===== src/rtl/lvds_rx_word_fifo.sv =====
// LVDS receive word framer and FWFT FIFO.
// Re-frames the aligned byte stream into 32-bit words (MSB first) after the
// sync marker, optionally drops idle filler words, and buffers words for a
// dequeue handshake. Head word and ready flag are registered.
module lvds_rx_word_fifo #(
    parameter int unsigned DEPTH     = 8,
    parameter int unsigned AW        = 3,
    parameter logic [7:0]  SYNC_BYTE = 8'h77,
    parameter logic [31:0] IDLE_WORD = 32'h52525252,
    parameter bit          DROP_IDLE = 1'b1
) (
    input  logic          rx_inclock,
    input  logic          pll_areset,
    input  logic          rx_align_done,
    input  logic [7:0]    rx_out,
    output logic [31:0]   deq_rx_get,
    output logic          RDY_deq_rx_get,
    input  logic          EN_deq_rx_get,
    output logic [AW:0]   fifo_count,
    output logic          overflow
);

    localparam int unsigned CW = AW + 1;

    typedef enum logic [2:0] {
        S_WAIT,
        S_HUNT,
        S_B0,
        S_B1,
        S_B2,
        S_B3
    } state_t;

    state_t          state;
    logic [31:8]     word_q;
    logic [31:0]     mem [DEPTH];
    logic [AW-1:0]   rd_ptr;
    logic [AW-1:0]   wr_ptr;

    logic [31:0]     word_done_c;
    logic            push_req_c;
    logic            pop_c;
    logic            full_c;
    logic            push_ok_c;
    logic [AW-1:0]   rd_next_c;
    logic [CW-1:0]   count_next_c;
    logic [31:0]     head_next_c;

    // Push/pop decisions and the head word seen after this edge.
    always_comb begin
        word_done_c  = {word_q, rx_out};
        push_req_c   = 1'b0;
        pop_c        = EN_deq_rx_get && RDY_deq_rx_get;
        full_c       = (fifo_count == CW'(DEPTH));
        push_ok_c    = 1'b0;
        rd_next_c    = rd_ptr;
        count_next_c = fifo_count;
        head_next_c  = 32'h0;

        if (rx_align_done && (state == S_B3)) begin
            push_req_c = !(DROP_IDLE && (word_done_c == IDLE_WORD));
        end
        push_ok_c = push_req_c && (!full_c || pop_c);

        if (pop_c) begin
            rd_next_c = rd_ptr + AW'(1);
        end
        count_next_c = fifo_count + CW'(push_ok_c) - CW'(pop_c);

        // A word written this edge into the slot that becomes the head must
        // bypass storage, since storage is only updated at the same edge.
        if (count_next_c != '0) begin
            if (push_ok_c && (rd_next_c == wr_ptr)) begin
                head_next_c = word_done_c;
            end else begin
                head_next_c = mem[rd_next_c];
            end
        end
    end

    // Framing FSM and byte assembly; loss of alignment wins over everything.
    always_ff @(posedge rx_inclock or posedge pll_areset) begin
        if (pll_areset) begin
            state  <= S_WAIT;
            word_q <= '0;
        end else if (!rx_align_done) begin
            state  <= S_WAIT;
            word_q <= '0;
        end else begin
            case (state)
                S_WAIT: state <= S_HUNT;
                S_HUNT: begin
                    if (rx_out == SYNC_BYTE) begin
                        state <= S_B0;
                    end
                end
                S_B0: begin
                    word_q[31:24] <= rx_out;
                    state         <= S_B1;
                end
                S_B1: begin
                    word_q[23:16] <= rx_out;
                    state         <= S_B2;
                end
                S_B2: begin
                    word_q[15:8] <= rx_out;
                    state        <= S_B3;
                end
                S_B3: state <= S_B0;
                default: state <= S_WAIT;
            endcase
        end
    end

    // Word storage; contents need no reset.
    always_ff @(posedge rx_inclock) begin
        if (push_ok_c) begin
            mem[wr_ptr] <= word_done_c;
        end
    end

    // Pointers, occupancy, registered head/ready and sticky overflow.
    always_ff @(posedge rx_inclock or posedge pll_areset) begin
        if (pll_areset) begin
            rd_ptr         <= '0;
            wr_ptr         <= '0;
            fifo_count     <= '0;
            RDY_deq_rx_get <= 1'b0;
            deq_rx_get     <= 32'h0;
            overflow       <= 1'b0;
        end else begin
            rd_ptr         <= rd_next_c;
            fifo_count     <= count_next_c;
            RDY_deq_rx_get <= (count_next_c != '0);
            deq_rx_get     <= head_next_c;
            if (push_ok_c) begin
                wr_ptr <= wr_ptr + AW'(1);
            end
            if (push_req_c && !push_ok_c) begin
                overflow <= 1'b1;
            end
        end
    end

endmodule

===== config.mk =====
export PLATFORM = sky130hd
export DESIGN_NAME = lvds_rx_word_fifo
export DESIGN_NICKNAME = d
export VERILOG_FILES = /design/src/rtl/lvds_rx_word_fifo.sv
export SDC_FILE = /design/constraint.sdc
export NUM_CORES = 1
export LEC_CHECK = 0
export ABC_AREA = 1
export CAP_MARGIN = 20
export CORE_MARGIN = 1
export CORE_UTILIZATION = 50
export DETAILED_ROUTE_END_ITERATION = 7
export PLACE_DENSITY = 0.77
export SLEW_MARGIN = 10
export SYNTH_ARGS = -nofsm -noshare
export SYNTH_HDL_FRONTEND = slang
export SYNTH_SLANG_ARGS = --single-unit

===== constraint.sdc =====
create_clock -name rx_inclock -period 3.8 [get_ports rx_inclock]
set_input_delay 0.95 -clock rx_inclock [delete_from_list [all_inputs] [get_ports rx_inclock]]
set_output_delay 0.95 -clock rx_inclock [all_outputs]
set_load 0.01 [all_outputs]

# Word-level counts from Yosys, hierarchy flattened
# Memory sizes are Yosys's and may differ from the RTL's.
# Cells that the tools add are included.
# classes
n_eq_ne,13
magnitude_cmp,0
n_mux,13
n_shift,0
n_reduce_logical,11
div,0
multipliers,0
bitwise,0
addsub,4
# op_table
op,count
two-way mux 32 bit,2
"== test 32 x 31 -> 1 bit, second input constant",1
two-way mux 24 bit,1
two-way mux 8 bit,3
case mux 3 bit (6 select lines),1
two-way mux 3 bit,3
"== test 8 x 7 -> 1 bit, second input constant",1
"adder 3 x 1 -> 3 bit, second input constant",2
"== test 3 x 2 -> 1 bit, second input constant",2
"== test 3 bit, second input constant",2
"inequality test 2 x 1 -> 1 bit, second input constant",3
logical AND 1 bit,5
adder 4 x 1 -> 4 bit,1
"== test 4 bit, second input constant",1
nonzero test 4 bit,1
subtractor 4 x 1 -> 4 bit,1
"== test 3 x 1 -> 1 bit, second input constant",1
== test 3 bit,1
zero test 1 bit,3
zero test 3 bit,1
two-way mux 1 bit,3
"inequality test 3 bit, second input constant",1
logical OR 1 bit,1
# word_totals
regBits,71
memories,1
elab_cells,52
mem_bits_rw,256
output_inout_bits,38
latchBits,0
input_bits,12
romBits,0
# memory_table
name,depth,width,read_ports,rd_ports_with_merged_regs,wr,line_no,rtl
mem,8,32,1,0,1,36,logic [31:0] mem [DEPTH];

# Depth between registers and ports, before layout
# Gate-level depths: netlist of the first run.
# depth
ltp_word,8
mapped_depth,18
depth_no_buf,17

# Worst setup path after synthesis of the first run
# OpenSTA, ideal clock, no wires.
# synth_timing
path_kind,input-to-reg
start,in rx_align_done
end,mem mem[0][0] (enable)
t_arrival_ps,3963
t_required_ps,3339
path_stages,6
path_buffers,0
setup_time_ps,461
slack_ps,-624
cell_sequence,inv_2 > nor3_1 > nand3_1 > inv_1 > nand2_1 > nor3_1
# synth_between
elab_chain_cells,5
# synth_rtl
item,line_no,rtl
start: declaration,14,"input logic rx_align_done,"
logical AND 1 bit,60,if (rx_align_done && (state == S_B3)) begin
two-way mux 1 bit,60,
logical AND 1 bit,63,push_ok_c = push_req_c && (!full_c || pop_c);
two-way mux 1 bit,117,if (push_ok_c) begin
two-way mux 1 bit (implied by the code),118,mem[wr_ptr] <= word_done_c;
end: declaration,36,
# No other way between the ends.

# Worst setup path after layout of the first run
# layout_timing
start,in rx_out[7]
end,reg deq_rx_get[15]
# layout_between
elab_chain_cells,8
elab_cells_between_ends,10
classes_between,2 x add/sub; 1 x eq/ne; 3 x mux; 4 x reduce/logical
# layout_rtl
item,line_no,rtl
start: declaration,15,"input logic [7:0] rx_out,"
== test 32 x 31 -> 1 bit,61,push_req_c = !(DROP_IDLE && (word_done_c == IDLE_WORD));
zero test 1 bit,61,
two-way mux 1 bit,60,
logical AND 1 bit,63,
adder 4 x 1 -> 4 bit,68,count_next_c = fifo_count + CW'(push_ok_c) - CW'(pop_c);
subtractor 4 x 1 -> 4 bit,68,
named net count_next_c[2],46,logic [CW-1:0] count_next_c;
nonzero test 4 bit,72,if (count_next_c != '0) begin
two-way mux 32 bit,72,
named net head_next_c[15],47,logic [31:0] head_next_c;
end signal: assignment,135,deq_rx_get <= head_next_c;
end: declaration,16,"output logic [31:0] deq_rx_get,"
# The timed path passes the listed nets, and every way through them passes these cells.
# A chain may end at the register's enable or synchronous reset.

==> reports/qor.yml, run 1 <==
htreeDepth: 2
max_cap_violations: 0
wl_um: 33120
power.leakage_nw: 6.668
finalHoldViolCount: 0
insertion_delay_ns: 0.51
drive_above_1_share: 0.08162
finalSetupViolations: 0
area_growth_pct: 16.40
grt_usage: 0.2427
nets: 1402
reg2reg_from: "word_q[14]$_DFFE_PP0P_"
grt_pass1_vias: 9737
hold_path_depth: 1
end_kind: "flip-flop"
timing.rr.end: "deq_rx_get[15]$_DFF_PP0_"
fillers: 2055
cts_resized: 0
path_max_fanout: 33
syn_inst: 1323
gp_congestion: 0.8565
antenna_left: 0
worstRegToRegCells: 17
ir_drop_mv: 0.6051
crit_arrival_ns: 3.74
clk_path_buf_depth: 3
overflow: 0
total_power_mw: 11.35
first_pass_iters: 5
final_common_cell: "nand2_1"
status: "completed"
synth_seq_cells: 327
routed-via-count: 9828
final_cell_mix: "434 x nand2_1, 261 x nand3_1, 256 x edfxtp_1"
cts_hold_buffers: 0
finalCritPeriodShare: 0.8711
fmax_mhz: 302.1
grt_pass1_wl_um: 52450
placed_cell_area_sq_um: 14990
p_per_area_nw_per_um2: 708.5
die_area_sq_um: 28190
drc: 0
diodes: 0
skew_ns: 0.02170
synth_nets: 1342
avgSynthCellArea_sq_um: 10.40
die_w_um: 167.9
synthDominantCellAreaShare: 0.5586
stdcell_area_sq_um: 16020
vias_per_cell: 5.616
clock-sinks: 327
fin_ws_ns: 0.4899
start_util: 0.5106
num_rows: 60
min_to: "overflow$_DFFE_PP0P_"
final_util: 0.5944
hold_path_class: "flip-flop to flip-flop"
yosysSeqAreaShare: 0.6877
dpl_worst_slack_ns: -0.02336
antenna_found_initial: 0
syn_area_sq_um: 13760
dp_hpwl_um: 18790
rrSetupSlack_ns: 0.69
rsz0062_at_grt: "false"
multi_input_comb_area_sq_um: 3726
min_from: "overflow$_DFFE_PP0P_"
cts_buffers: 34
ys_top_cells_by_area: "edfxtp_1 56%, dfrtp_1 13%, nand2_1 12%, nand3_1 9.5%, inv_1 2.3%"
cts_tree: "built"
yosys_warnings: 0
ys_types: 24
io_pins: 50
final.setup.tns_ns: 0
worstSetupPathType: "input port to flip-flop"
slew_headroom: 0.3822
core_area_sq_um: 26950
register_area_sq_um: 9464
clk_pin_slew_ns: 0.06
cts-root-buf: "clkbuf_16"
period_needed_ns: 3.310
post-cts-setup-buffers: 0
fp.dieH_um: 167.9
grt_max_degree: 121
required_ns: 4.23
drt-initial-drc-count: 1145
synth_top_area_cell: "edfxtp_1"
max_slew.worst_pin.slew_ns: 0.9268
io_buffers: 49
wire_per_inst_um: 18.93
critPathLaunchType: "input port"
slew_viol_final: 0
[registers in the layout, indices dropped and copies added, names as in the netlist]
name	cells
deq_rx_get	32
word_q	24
state	3
wr_ptr	3
fifo_count	4
overflow	1
rd_ptr	3
mem	256
RDY_deq_rx_get	1
[Yosys cell counts (all sizes together)]
| cell type | count |
|---|---|
| fa | 1 |
| a21oi | 3 |
| clkbuf | 28 |
| inv | 88 |
| o21ai | 27 |
| o41ai | 1 |
| buf | 45 |
| nor2 | 84 |
| edfxtp | 256 |
| xor2 | 2 |
| o21bai | 1 |
| dfrtp | 71 |
| nand4 | 1 |
| nand3b | 1 |
| nor3 | 5 |
| ha | 6 |
| nand2 | 440 |
| nand3 | 262 |
| xnor2 | 1 |
[layer usage]
layer | routed length (um) | share of wire | GRT usage
met1 | 13440 | 0.41 | 0.3230
met2 | 15900 | 0.48 | 0.3969
met3 | 2730 | 0.082 | 0.04231
met4 | 1059 | 0.032 | 0.1005
met5 | 0 | 0 | 0
[worst max-delay path, stage by stage]
cell,delay [ns]
clkdlybuf4s50_1,0.42
inv_1,0.08
nand2_1,0.07
nor2_1,0.12
nand2_1,0.11
nor2_1,0.15
nand2_1,0.09
nand3_1,0.10
inv_1,0.06
nand2_1,0.05
nand2_1,0.06
ha_1,0.23
fa_1,0.41
xor2_1,0.19
nor3_1,0.06
nand2_1,0.11
buf_12,0.23
nand2_1,0.09
nor2_1,0.13
[worst max path at each step]
stage | start | to | slack (ns) | depth (start not counted)
floorplan | rx_align_done | mem[2][0]$_DFFE_PP_ | 0.25 | 6
global placement | rx_out[7] | deq_rx_get[21]$_DFF_PP0_ | 0.1 | 19
detailed placement | rx_out[7] | deq_rx_get[31]$_DFF_PP0_ | -0.02 | 19
CTS | rx_out[7] | deq_rx_get[15]$_DFF_PP0_ | 0.48 | 19
global route | rx_out[7] | deq_rx_get[14]$_DFF_PP0_ | 0.19 | 19
finish | rx_out[7] | deq_rx_get[15]$_DFF_PP0_ | 0.49 | 19
[report_power, final]
group | internal (mW) | leakage [nW] | total, mW | switching (mW)
Clock | 1.78 | 0.507 | 3.10 | 1.33
Combinational | 1.43 | 2.97 | 3.81 | 2.38
Sequential | 4.20 | 3.19 | 4.44 | 0.233
Total | 7.41 | 6.67 | 11.3 | 3.94
[logic make-up after synthesis]
kind of cell,after synthesis,synth area share
AOI/OAI and AO/OA,32,0.01209
xor gates and xnor gates,3,0.001910
adders and majority gates,7,0.006910
buffers and inverters,161,0.04846
DFF,327,0.6877
and+or+nand+nor,793,0.2429
[area by class of cell]
class	count	share of cell area
inverter	88	0.02070
multi-input combinational	835	0.2326
tap	341	0.02663
sequential	327	0.5908
clock buffer	49	0.05788
timing repair buffer	97	0.06483
clock inverter	13	0.006561
[stage by stage]
step                      hold slack (ns)  std cells
after global placement             0.5454       1688
after CTS                          0.5453       1750
final                              0.5544       1750
after detailed placement           0.5168       1688
after floorplan                    0.5134       1323
after global routing               0.5683       1750
Note: power is estimated with default switching activity, not from simulation.
==> run 2, diff against run 1 <==
Settings changed: ABC_AREA 1 to unset, ABC_CLOCK_PERIOD_IN_PS set to 3800, CTS_CLUSTER_DIAMETER set to 120.
==> run 2 against run 1 <==
Net effect: sequential power is 5.2% lower; power is 7.3% lower; clock skew is 0.0067 ns lower; area after synthesis is 5.6% lower; hold slack worse by 0.044 ns; critical path depth is 4 lower; clock-buffer cell count is 10 lower; worst setup slack worse by 0.46 ns; sequential cell count stayed put; via count is 19% lower; combinational power is 14% lower; final area is 1.5% lower.
==> reports/qor.yml, run 2 <==
status: "completed"
cts_buffers: 31  # -8.8%
grt_pass1_vias: 7802  # -20%
skew_ns: 0.01501  # -0.006690 ns
grt_pass1_wl_um: 46230  # -12%
io_pins: 50  # unchanged
fin_ws_ns: 0.02644  # -0.4635 ns
wl_um: 31790  # -4.0%
synth_edf_count: 256  # unchanged
stdcell_area_sq_um: 15780  # -1.5%
cts_hold_buffers: 0  # unchanged
dp_hpwl_um: 17550  # -6.6%
overflow: 0  # unchanged
num_rows: 58  # -3.3%
dr.max_layer_used: "met4"
max_cap_violations: 0  # unchanged
io_buffers: 49  # unchanged
final_common_cell: "edfxtp_1"
start_util: 0.5131  # +0.002510
synth_nets: 895  # -33%
finalHoldViolCount: 0  # unchanged
routed-via-count: 7977  # -19%
largest-register: "mem"
avgSynthCellArea_sq_um: 14.84  # +43%
finalCritPeriodShare: 0.9930  # +0.1220
synth_ff_type: "edfxtp_1"
dpl_worst_slack_ns: -0.9504  # -0.9271 ns
crit_arrival_ns: 4.20  # +0.46 ns
final_util: 0.6229  # +0.02848
worstSetupStartpoint: "rx_out[5]"
final-instance-count-excl-fill: 1339  # -23%
async_flop_share: 0.2171  # unchanged
ys_types: 53  # +120%
yosys_warnings: 0  # unchanged
synthDominantCellAreaShare: 0.5915  # +0.03291
hold_path_class: "flip-flop to flip-flop"
synth_top_area_cell: "edfxtp_1"
fmax_mhz: 265.0  # -12%
cts_tree: "built"
diodes: 0  # unchanged
final.setup.tns_ns: 0  # unchanged
syn_area_sq_um: 13000  # -5.6%
endpoint: "deq_rx_get[15]$_DFF_PP0_"
cts-root-buf: "clkbuf_16"
placed_cell_area_sq_um: 14490  # -3.3%
drt-initial-drc-count: 911  # -20%
slew_viol_final: 0  # unchanged
htreeDepth: 1  # -1
first_pass_iters: 5  # unchanged
reg_top3: "mem x256, deq_rx_get x32, word_q x24"
end_kind: "flip-flop"
ir_drop_mv: 0.3829  # -37%
insertion_delay_ns: 0.56  # +0.05 ns
grt_max_degree: 41  # -66%
dp_cells: 1271  # -25%
fp.dieH_um: 163.2  # -2.8%
synth_seq_cells: 327  # unchanged
antenna_left: 0  # unchanged
die_area_sq_um: 26640  # -5.5%
power.leakage_nw: 5.731  # -14%
drc: 0  # unchanged
routed-wl-met2_um: 16130  # +1.5%
worstRegToRegCells: 14  # -3
clk_pin_slew_ns: 0.06  # about the same
timing.rr.end: "deq_rx_get[15]$_DFF_PP0_"
clk_path_buf_depth: 3  # unchanged
finalSetupViolations: 0  # unchanged
vias_per_cell: 5.957  # +6.1%
synth.most_common_cell: "edfxtp_1"
die_w_um: 163.2  # -2.8%
gp_congestion: 0.7932  # -7.4%
fillers: 1793  # -13%
path_max_fanout: 8  # -76%
wl_met1_um: 12690  # -5.6%
slew_headroom: 0.2737  # -0.1085
syn_inst: 876  # -34%
met3_length_um: 2302  # -16%
critPathLaunchType: "input port"
rrSetupSlack_ns: 0.10  # -0.59 ns
largest_reg_flops: 256  # unchanged
area_growth_pct: 21.38
max_slew.worst_pin.slew_ns: 1.089  # +0.1627 ns
grt_usage: 0.2339  # -0.008881
reg2reg_from: "word_q[11]$_DFFE_PP0P_"
antenna_found_initial: 0  # unchanged
final_cell_mix: "256 x edfxtp_1, 167 x nand2_1, 104 x mux2i_1"
wire_per_inst_um: 23.74  # +25%
nets: 1004  # -28%
synth_commonest_cells: "256 x edfxtp_1, 168 x nand2_1, 104 x mux2i_1"
ys_top_cells_by_area: "edfxtp_1 59%, dfrtp_1 14%, mux2i_1 8.0%, nand2_1 4.9%, a32oi_1 4.2%"
worstSetupPathType: "input port to flip-flop"
clock-sinks: 327  # unchanged
drive_above_1_share: 0.1705  # +0.08885
yosysSeqAreaShare: 0.7282  # +0.04052
p_per_area_nw_per_um2: 666.8  # -5.9%
period_needed_ns: 3.774  # +0.4635 ns
core_area_sq_um: 25330  # -6.0%
required_ns: 4.22  # about the same
-- run 2: cell types whose count changed in the layout (fill, tap and decap cells not counted), sizes merged, moves of 11 or more --
cell / before / now
mux2i: 0 / 104
o21ai: 27 / 16
buf: 48 / 77
nor2: 84 / 7
nand3: 262 / 26
inv: 89 / 8
nor2b: 0 / 24
a21oi: 3 / 15
a32oi: 0 / 62
nand2: 440 / 168
-- run 2: power by group --
group          total [mW]  switching, mW  internal (mW)
logic                3.27           1.83           1.45
clock network        3.04           1.28           1.75
registers            4.21          0.143           4.07
total                10.5           3.25           7.27
-- run 2: worst min-delay path by stage --
stage	endpoint	depth (start not counted)	slack (ns)	startpoint
after floorplan	overflow$_DFFE_PP0P_	1	0.49	overflow$_DFFE_PP0P_
after global placement	overflow$_DFFE_PP0P_	1	0.49	overflow$_DFFE_PP0P_
after detailed placement	overflow$_DFFE_PP0P_	1	0.49	overflow$_DFFE_PP0P_
after global routing	overflow$_DFFE_PP0P_	1	0.54	overflow$_DFFE_PP0P_
final	overflow$_DFFE_PP0P_	1	0.51	overflow$_DFFE_PP0P_
after CTS	overflow$_DFFE_PP0P_	1	0.51	overflow$_DFFE_PP0P_
-- run 2: repair_timing --
| item | 4_1_cts | 5_1_grt |
|---|---|---|
| gates cloned | 2 | 5 |
| pin swaps | 7 | 10 |
| setup buffers | 1 | 3 |
| setup endpoints to repair | 33 | 32 |
| gates resized for setup | 10 | 27 |
| endpoints found under the hold margin | 0 | 0 |
-- run 2: stage by stage --
| step | hold slack, ns | power, mW |
|---|---|---|
| after floorplan | 0.4932 | 6.002 |
| after global placement | 0.4873 | 7.005 |
| after detailed placement | 0.4948 | 7.093 |
| after CTS | 0.5125 | 10.27 |
| after global routing | 0.5386 | 10.92 |
| final | 0.5107 | 10.52 |
-- run 2: logic make-up after synthesis --
family / synth area share
xor+xnor: 0.006643
buf+inv: 0.02089
fa+ha+maj: 0.007317
simple gates: 0.09579
mux: 0.08097
compound gates: 0.06017
flops: 0.7282
-- run 2: worst max-delay path, stage by stage --
cell       delay (ns)
clkbuf_2         0.13
nor4_4           0.36
nand4_1          0.21
nor4_4           0.32
buf_4            0.18
o21ai_1          0.08
buf_4            0.15
ha_1             0.27
a21o_1           0.19
a21oi_2          0.16
xnor2_2          0.09
or4_4            0.68
clkbuf_16        0.25
nand2_1          0.07
mux2i_1          0.08
-- run 2: final cells by class --
class	count	area [sq um]	area share
multi-input combinational	487	3487	0.2211
clock buffer	39	835.8	0.05298
inverter	8	33.78	0.002142
clock inverter	18	172.7	0.01095
timing repair buffer	130	1363	0.08637
tap	330	412.9	0.02617
sequential	327	9470	0.6003
-- run 2: metal layers --
metal | global-route usage | vias up
li1 | - | 3528
met4 | 0.06924 | 0
met2 | 0.3910 | 348
met1 | 0.3192 | 4049
met3 | 0.03200 | 52
met5 | 0 | -
